$ cat src/rtl/retire_trace_fifo_if.sv
// -----------------------------------------------------------------------------
// retire_trace_fifo_if
// Bundles the retire-side capture bus coming from writeback and the
// logger-side valid/ready output bus of the retire trace FIFO.
//   ret_*   : one retired instruction per cycle (ret_valid qualifies)
//   out_*   : head entry presented to the logger, out_valid/out_ready handshake
// Modports:
//   master : the producer/consumer environment (core + logger)
//   slave  : the trace FIFO itself
// -----------------------------------------------------------------------------
interface retire_trace_fifo_if #(
    parameter int CYC_W = 64
) ();
    logic              ret_valid;
    logic [31:0]       ret_pc;
    logic [31:0]       ret_inst;
    logic              ret_rd_we;
    logic [4:0]        ret_rd;
    logic [31:0]       ret_rd_wdata;

    logic              out_valid;
    logic              out_ready;
    logic [31:0]       out_pc;
    logic [31:0]       out_inst;
    logic              out_rd_we;
    logic [4:0]        out_rd;
    logic [31:0]       out_wdata;
    logic [CYC_W-1:0]  out_cycle;
    logic [31:0]       out_seq;
    logic              out_gap;

    modport master (
        output ret_valid, ret_pc, ret_inst, ret_rd_we, ret_rd, ret_rd_wdata,
        output out_ready,
        input  out_valid, out_pc, out_inst, out_rd_we, out_rd, out_wdata,
        input  out_cycle, out_seq, out_gap
    );

    modport slave (
        input  ret_valid, ret_pc, ret_inst, ret_rd_we, ret_rd, ret_rd_wdata,
        input  out_ready,
        output out_valid, out_pc, out_inst, out_rd_we, out_rd, out_wdata,
        output out_cycle, out_seq, out_gap
    );
endinterface

$ cat src/rtl/retire_trace_fifo.sv
// -----------------------------------------------------------------------------
// retire_trace_fifo
// Captures every retired instruction (PC, instruction word, register
// writeback), tags it with a free-running cycle stamp and a retire sequence
// number, and buffers it in a first-word-fall-through FIFO towards the trace
// logger. Logger back-pressure never stalls the core: when the FIFO is full a
// retire is dropped, counted in drop_cnt, and the next accepted entry carries
// out_gap=1.
// Ports:
//   clk, rst  : core clock, asynchronous active-high reset
//   trace_en  : capture enable; disabled retires are neither stored nor dropped
//   bus       : retire capture bus and logger output bus (slave modport)
//   drop_cnt  : saturating count of dropped retires
//   level     : current FIFO occupancy
// -----------------------------------------------------------------------------
module retire_trace_fifo #(
    parameter int DEPTH = 16,
    parameter int CYC_W = 64
) (
    input  logic                     clk,
    input  logic                     rst,
    input  logic                     trace_en,
    retire_trace_fifo_if.slave       bus,
    output logic [15:0]              drop_cnt,
    output logic [$clog2(DEPTH):0]   level
);
    localparam int AW = $clog2(DEPTH);
    localparam int CW = AW + 1;

    typedef struct packed {
        logic [31:0]      pc;
        logic [31:0]      inst;
        logic             rd_we;
        logic [4:0]       rd;
        logic [31:0]      wdata;
        logic [CYC_W-1:0] cycle;
        logic [31:0]      seq;
        logic             gap;
    } entry_t;

    entry_t           mem_r [DEPTH];
    logic [CYC_W-1:0] cycle_r;
    logic [31:0]      seq_r;
    logic [AW-1:0]    wr_ptr_r;
    logic [AW-1:0]    rd_ptr_r;
    logic [CW-1:0]    count_r;
    logic [15:0]      drop_cnt_r;
    logic             gap_pending_r;

    logic             event_s;
    logic             not_empty_s;
    logic             full_s;
    logic             pop_s;
    logic             push_s;
    logic             drop_s;
    logic [CW-1:0]    count_next_s;
    entry_t           new_entry_s;
    entry_t           head_s;

    // Handshake decode: a full FIFO still accepts when the head leaves this cycle.
    always_comb begin
        event_s     = bus.ret_valid && trace_en;
        not_empty_s = (count_r != {CW{1'b0}});
        full_s      = (count_r == CW'(DEPTH));
        pop_s       = not_empty_s && bus.out_ready;
        push_s      = event_s && (!full_s || pop_s);
        drop_s      = event_s && !push_s;
        head_s      = mem_r[rd_ptr_r];
    end

    // Build the entry to store; writes to x0 are architecturally invisible.
    always_comb begin
        new_entry_s.pc    = bus.ret_pc;
        new_entry_s.inst  = bus.ret_inst;
        new_entry_s.rd_we = bus.ret_rd_we && (bus.ret_rd != 5'd0);
        new_entry_s.rd    = bus.ret_rd;
        new_entry_s.wdata = bus.ret_rd_wdata;
        new_entry_s.cycle = cycle_r;
        new_entry_s.seq   = seq_r;
        new_entry_s.gap   = gap_pending_r;
    end

    // Occupancy update from push/pop.
    always_comb begin
        count_next_s = count_r;
        case ({push_s, pop_s})
            2'b10:   count_next_s = count_r + CW'(1);
            2'b01:   count_next_s = count_r - CW'(1);
            default: count_next_s = count_r;
        endcase
    end

    // Entry storage; contents need no reset since count gates visibility.
    always_ff @(posedge clk) begin
        if (push_s) begin
            mem_r[wr_ptr_r] <= new_entry_s;
        end
    end

    // Pointers, occupancy, cycle and sequence counters.
    always_ff @(posedge clk or posedge rst) begin
        if (rst) begin
            cycle_r  <= {CYC_W{1'b0}};
            seq_r    <= 32'd0;
            wr_ptr_r <= {AW{1'b0}};
            rd_ptr_r <= {AW{1'b0}};
            count_r  <= {CW{1'b0}};
        end else begin
            cycle_r <= cycle_r + CYC_W'(1);
            count_r <= count_next_s;
            if (event_s) begin
                seq_r <= seq_r + 32'd1;
            end
            if (push_s) begin
                wr_ptr_r <= wr_ptr_r + AW'(1);
            end
            if (pop_s) begin
                rd_ptr_r <= rd_ptr_r + AW'(1);
            end
        end
    end

    // Drop accounting; the gap marker is consumed by the next accepted entry.
    always_ff @(posedge clk or posedge rst) begin
        if (rst) begin
            drop_cnt_r    <= 16'd0;
            gap_pending_r <= 1'b0;
        end else begin
            if (drop_s && (drop_cnt_r != 16'hFFFF)) begin
                drop_cnt_r <= drop_cnt_r + 16'd1;
            end
            if (push_s) begin
                gap_pending_r <= 1'b0;
            end else if (drop_s) begin
                gap_pending_r <= 1'b1;
            end else begin
                gap_pending_r <= gap_pending_r;
            end
        end
    end

    // Head slot drives the outputs; forced to zero when empty so reset shows all zeros.
    always_comb begin
        bus.out_valid = not_empty_s;
        bus.out_pc    = not_empty_s ? head_s.pc    : 32'h0;
        bus.out_inst  = not_empty_s ? head_s.inst  : 32'h0;
        bus.out_rd_we = not_empty_s ? head_s.rd_we : 1'b0;
        bus.out_rd    = not_empty_s ? head_s.rd    : 5'd0;
        bus.out_wdata = not_empty_s ? head_s.wdata : 32'h0;
        bus.out_cycle = not_empty_s ? head_s.cycle : {CYC_W{1'b0}};
        bus.out_seq   = not_empty_s ? head_s.seq   : 32'h0;
        bus.out_gap   = not_empty_s ? head_s.gap   : 1'b0;
        drop_cnt      = drop_cnt_r;
        level         = count_r;
    end
endmodule

$ cat src/flat_wrapper.sv
// flat-port wrapper written by rule: the top's interface ports become plain ports
module retire_trace_fifo_flat 
#(
    parameter int DEPTH = 16,
    parameter int CYC_W = 64
)
  (clk, rst, trace_en, drop_cnt, level, bus_ret_valid, bus_ret_pc, bus_ret_inst, bus_ret_rd_we, bus_ret_rd, bus_ret_rd_wdata, bus_out_ready, bus_out_valid, bus_out_pc, bus_out_inst, bus_out_rd_we, bus_out_rd, bus_out_wdata, bus_out_cycle, bus_out_seq, bus_out_gap);
  retire_trace_fifo_if #(.CYC_W(CYC_W)) bus_i ();
  input  logic clk;
  input  logic rst;
  input  logic trace_en;
  output logic [15:0] drop_cnt;
  output logic [$clog2(DEPTH):0] level;
  input wire logic [$bits(bus_i.ret_valid)-1:0] bus_ret_valid;
  input wire logic [$bits(bus_i.ret_pc)-1:0] bus_ret_pc;
  input wire logic [$bits(bus_i.ret_inst)-1:0] bus_ret_inst;
  input wire logic [$bits(bus_i.ret_rd_we)-1:0] bus_ret_rd_we;
  input wire logic [$bits(bus_i.ret_rd)-1:0] bus_ret_rd;
  input wire logic [$bits(bus_i.ret_rd_wdata)-1:0] bus_ret_rd_wdata;
  input wire logic [$bits(bus_i.out_ready)-1:0] bus_out_ready;
  output wire logic [$bits(bus_i.out_valid)-1:0] bus_out_valid;
  output wire logic [$bits(bus_i.out_pc)-1:0] bus_out_pc;
  output wire logic [$bits(bus_i.out_inst)-1:0] bus_out_inst;
  output wire logic [$bits(bus_i.out_rd_we)-1:0] bus_out_rd_we;
  output wire logic [$bits(bus_i.out_rd)-1:0] bus_out_rd;
  output wire logic [$bits(bus_i.out_wdata)-1:0] bus_out_wdata;
  output wire logic [$bits(bus_i.out_cycle)-1:0] bus_out_cycle;
  output wire logic [$bits(bus_i.out_seq)-1:0] bus_out_seq;
  output wire logic [$bits(bus_i.out_gap)-1:0] bus_out_gap;
  assign bus_i.ret_valid = bus_ret_valid;
  assign bus_i.ret_pc = bus_ret_pc;
  assign bus_i.ret_inst = bus_ret_inst;
  assign bus_i.ret_rd_we = bus_ret_rd_we;
  assign bus_i.ret_rd = bus_ret_rd;
  assign bus_i.ret_rd_wdata = bus_ret_rd_wdata;
  assign bus_i.out_ready = bus_out_ready;
  assign bus_out_valid = bus_i.out_valid;
  assign bus_out_pc = bus_i.out_pc;
  assign bus_out_inst = bus_i.out_inst;
  assign bus_out_rd_we = bus_i.out_rd_we;
  assign bus_out_rd = bus_i.out_rd;
  assign bus_out_wdata = bus_i.out_wdata;
  assign bus_out_cycle = bus_i.out_cycle;
  assign bus_out_seq = bus_i.out_seq;
  assign bus_out_gap = bus_i.out_gap;
  retire_trace_fifo #(.DEPTH(DEPTH), .CYC_W(CYC_W)) u_core (.clk(clk), .rst(rst), .trace_en(trace_en), .bus(bus_i), .drop_cnt(drop_cnt), .level(level));
endmodule
$ cat config.mk
export PLATFORM = sky130hd
export DESIGN_NAME = retire_trace_fifo_flat
export DESIGN_NICKNAME = d
export VERILOG_FILES = /design/src/rtl/retire_trace_fifo_if.sv /design/src/rtl/retire_trace_fifo.sv /design/src/flat_wrapper.sv
export SDC_FILE = /design/constraint.sdc
export NUM_CORES = 2
export LEC_CHECK = 0
export ABC_CLOCK_PERIOD_IN_PS = 17600
export CELL_PAD_IN_SITES_DETAIL_PLACEMENT = 0
export CELL_PAD_IN_SITES_GLOBAL_PLACEMENT = 2
export CORE_UTILIZATION = 35
export DETAILED_ROUTE_END_ITERATION = 8
export HOLD_SLACK_MARGIN = 0.12
export MAX_ROUTING_LAYER = met4
export PLACE_DENSITY = 0.68
export REMOVE_ABC_BUFFERS = 1
export SKIP_CTS_REPAIR_TIMING = 1
export SYNTH_ARGS = -nofsm -noshare
export SYNTH_HDL_FRONTEND = slang
export SYNTH_SLANG_ARGS = --single-unit
$ cat constraint.sdc
create_clock -name clk -period 17.6 [get_ports clk]
set_input_delay 2.64 -clock clk [delete_from_list [all_inputs] [get_ports clk]]
set_output_delay 2.64 -clock clk [all_outputs]
set_load 0.01 [all_outputs]
==> impl_metrics.ini <==
[synth]
synth.avg_cell_area_um2 = 23.0
ys_warn_count = 0
yosysTopAreaCell = edfxtp_1
synth_fa_ha_area_share_pct = 0.126
netlist_area_mm2 = 0.125
synth_top_family_by_area = multiplexers
synth-xor-area-share_pct = 0.820
async_reset_ff_share_pct = 3.81
synth_edf_count = 3184
ys.flop_type = edfxtp_1
synth_compound_area_share_pct = 3.27
yosys.area.top_type_share_pct = 76.5
synthMuxAreaShare_pct = 14.4
ys_ff_latch = 3310
yosys.cell_types.count = 54
netlist_top_cells_area = edfxtp_1 77%, mux4_2 14%, dfrtp_1 2.5%
synth_simple_gate_area_share_pct = 1.24
synth_seq_area_share_pct = 79.0
syn_inst = 5442

[final_layout]
fin_cells = 11000
finalNetCount = 6078
fin_util_pct = 41.0
syn_to_final_growth_pct = 16.5
mostFrequentLayoutCells = 3184 x edfxtp_1, 796 x mux4_2, 398 x a22oi_1
layout_commonest_cell = edfxtp_1
drive_gt1_share_pct = 23.8

[sta]
skew_ns = 0.0350
worstMarginPinSlew_ns = 1.20
max_slew_margin_pct = 19.8
setup_viol = 0
timing.setup.tns_ns = 0
clock.fmax_mhz = 113
grt_setup_unrepaired = false
report.final.slew_viol_count = 0
layout_setup_ws_ns = 8.73
fin_crit_ns = 8.87
fin_crit_sh_pct = 50.4
hold_violations = 0

[global_routing]
grt_pass1_vias = 62400
grt_pass1_wl_um = 461000
grt_max_degree = 152
grt_util_all_layers_pct = 18.4
antenna_found_initial = 26
overflow = 0

[worst_setup_path]
worstSetupStartpointType = register
worstPathArrival_ns = 6.23
r2r_setup_slack_ns = 12.66
cp.required_ns = 14.96
critPathSlowestCell = buf_4
path_cells = buf_4, buf_4, buf_4, buf_4, mux4_2, a22oi_1, a21oi_1, clkdlybuf4s50_1
critPathMaxStageDelay_ns = 0.90
reg2reg_to = u_core.mem_r[2][117]$_DFFE_PP_
path_delay_family = buffers and inverters
worstSetupPathType = reg -> out
cpMostUsedCell = buf_4
r2r-start = u_core.level[4]$_DFFE_PP0P_
end_kind = output pin
crit_fanout = 69
cp_num_buf_inv = 5
r2r_cells = 8

[pwr]
power_uw = 23200
p_sw_uw = 7000
p_comb_share_pct = 28.7
p_int_uw = 16200
pwr-share-seq_pct = 40.0
p_sw_share_pct = 30.1
power_leakage_uw = 0.0435
cellPowerDensity_mw_per_mm2 = 160
irDropWorstVdd_uv = 154
clkPwrFrac_pct = 31.4

[clock_network]
htree_levels = 5
clk_pin_slew_ns = 0.06
cts_made_buffers = 357
cts_buffer_depth = 4
root_buffer = clkbuf_16
clkLatencyLatePin_ns = 0.92
cts_tree = done
cts_sinks = 3310

[floorplan]
fp.dieArea_mm2 = 0.359
num_rows = 219
start_util_pct = 35.1
die_w_um = 600
die_h_um = 600
io_pins = 328
core_area_mm2 = 0.356

[drt]
drt_iter0_drc = 5591
via_count = 59300
drc_errors = 72
wl_per_cell_um = 29.5
drt_first_pass_iters = 7
drtAntennaViolNets = 0
drt-vias-per-instance = 5.38
wl_um = 325000

[min_path]
hp-class = reg -> reg
hp-start = u_core.drop_cnt[13]$_DFFE_PP0P_
min_path_cells = 1
min_to = u_core.drop_cnt[13]$_DFFE_PP0P_

[placement]
preCtsSetupSlack_ns = 9.61
hpwl_um = 163000
port_buffers = 327
place_congestion = 0.735
place_inst = 10400

[flow_run]
drv_cap = 0

[outcome]
outcome = finished, violations left
violations = design-rule violations
-- synth_stat cells, types with 2 or more instances --
cell	n
a21oi_1	201
a22oi_1	398
and2_1	5
and3_1	14
and4_1	7
buf_1	33
buf_2	91
buf_4	25
clkbuf_1	146
dfrtp_1	126
edfxtp_1	3184
ha_1	11
inv_1	18
inv_2	2
mux2_1	2
mux2_2	3
mux4_2	796
nand2_1	62
nand2b_1	2
nand3_1	36
nand4_1	34
nand4_2	4
nand4_4	2
nor2_1	50
nor2b_1	7
nor3_1	21
nor3_2	2
nor3b_1	4
nor4_1	10
nor4_2	4
nor4_4	2
o21a_1	2
or4_4	2
xnor2_1	67
xor2_1	50
-- state kept, by name (all words and copies together) (netlist names) --
name	cells
u_core.mem_r	3184
u_core.cycle_r	64
u_core.seq_r	32
u_core.drop_cnt	16
u_core.level	5
u_core.rd_ptr_r	4
u_core.wr_ptr_r	4
u_core.gap_pending_r	1
-- metrics by stage --
step	instance area (um^2)	hold WS, ns
floorplan	124000	0.526
global placement	134000	0.493
detailed placement	134000	0.497
CTS	146000	0.511
global route	146000	0.537
finish	146000	0.511
-- logic make-up after synthesis --
family | Yosys count
DFF | 3310
muxes | 802
AOI/OAI and AO/OA | 610
buffers and inverters | 315
and+or+nand+nor | 276
xor gates and xnor gates | 117
adders and majority gates | 12
-- worst max-delay path by stage --
stage                              startpoint           endpoint  cells past startpoint
2_1_floorplan  u_core.rd_ptr_r[0]$_DFFE_PP0P_   bus_out_cycle[0]                      3
6_report       u_core.rd_ptr_r[1]$_DFFE_PP0P_   bus_out_inst[28]                      8
5_1_grt        u_core.rd_ptr_r[0]$_DFFE_PP0P_  bus_out_cycle[51]                      7
3_5_place_dp   u_core.rd_ptr_r[0]$_DFFE_PP0P_  bus_out_cycle[51]                      7
3_3_place_gp   u_core.rd_ptr_r[0]$_DFFE_PP0P_  bus_out_cycle[12]                      7
4_1_cts        u_core.rd_ptr_r[0]$_DFFE_PP0P_  bus_out_cycle[51]                      7
-- metal layers --
layer  track usage, %  share of wire [%]  up-vias
met5                -                  0        -
met4             4.41                2.3        0
met3             3.29                6.2      440
met2             29.5                 49     1911
met1             24.3                 42    32600
li1                 -                  -    24400
-- power groups by stage --
stage / registers, uW / clock network (uW) / logic [uW]
global placement: 9430 / 0 / 6840
finish: 9290 / 7280 / 6660
global route: 9330 / 7730 / 7090
detailed placement: 9460 / 0 / 6820
CTS: 9300 / 7450 / 6840
floorplan: 9960 / 0 / 5260
-- cell type report --
type                            count  area (um^2)
Clock buffer                      471         9740
Inverter                           20         82.6
Tap cell                         4751         5940
Multi-Input combinational cell   1817        25000
Fill cell                       31100       210000
Timing Repair Buffer              453         4460
Sequential cell                  3310        98800
Clock inverter                    177         1640
Antenna cell                       14         35.0
Note: power is estimated with default switching activity, not from simulation.
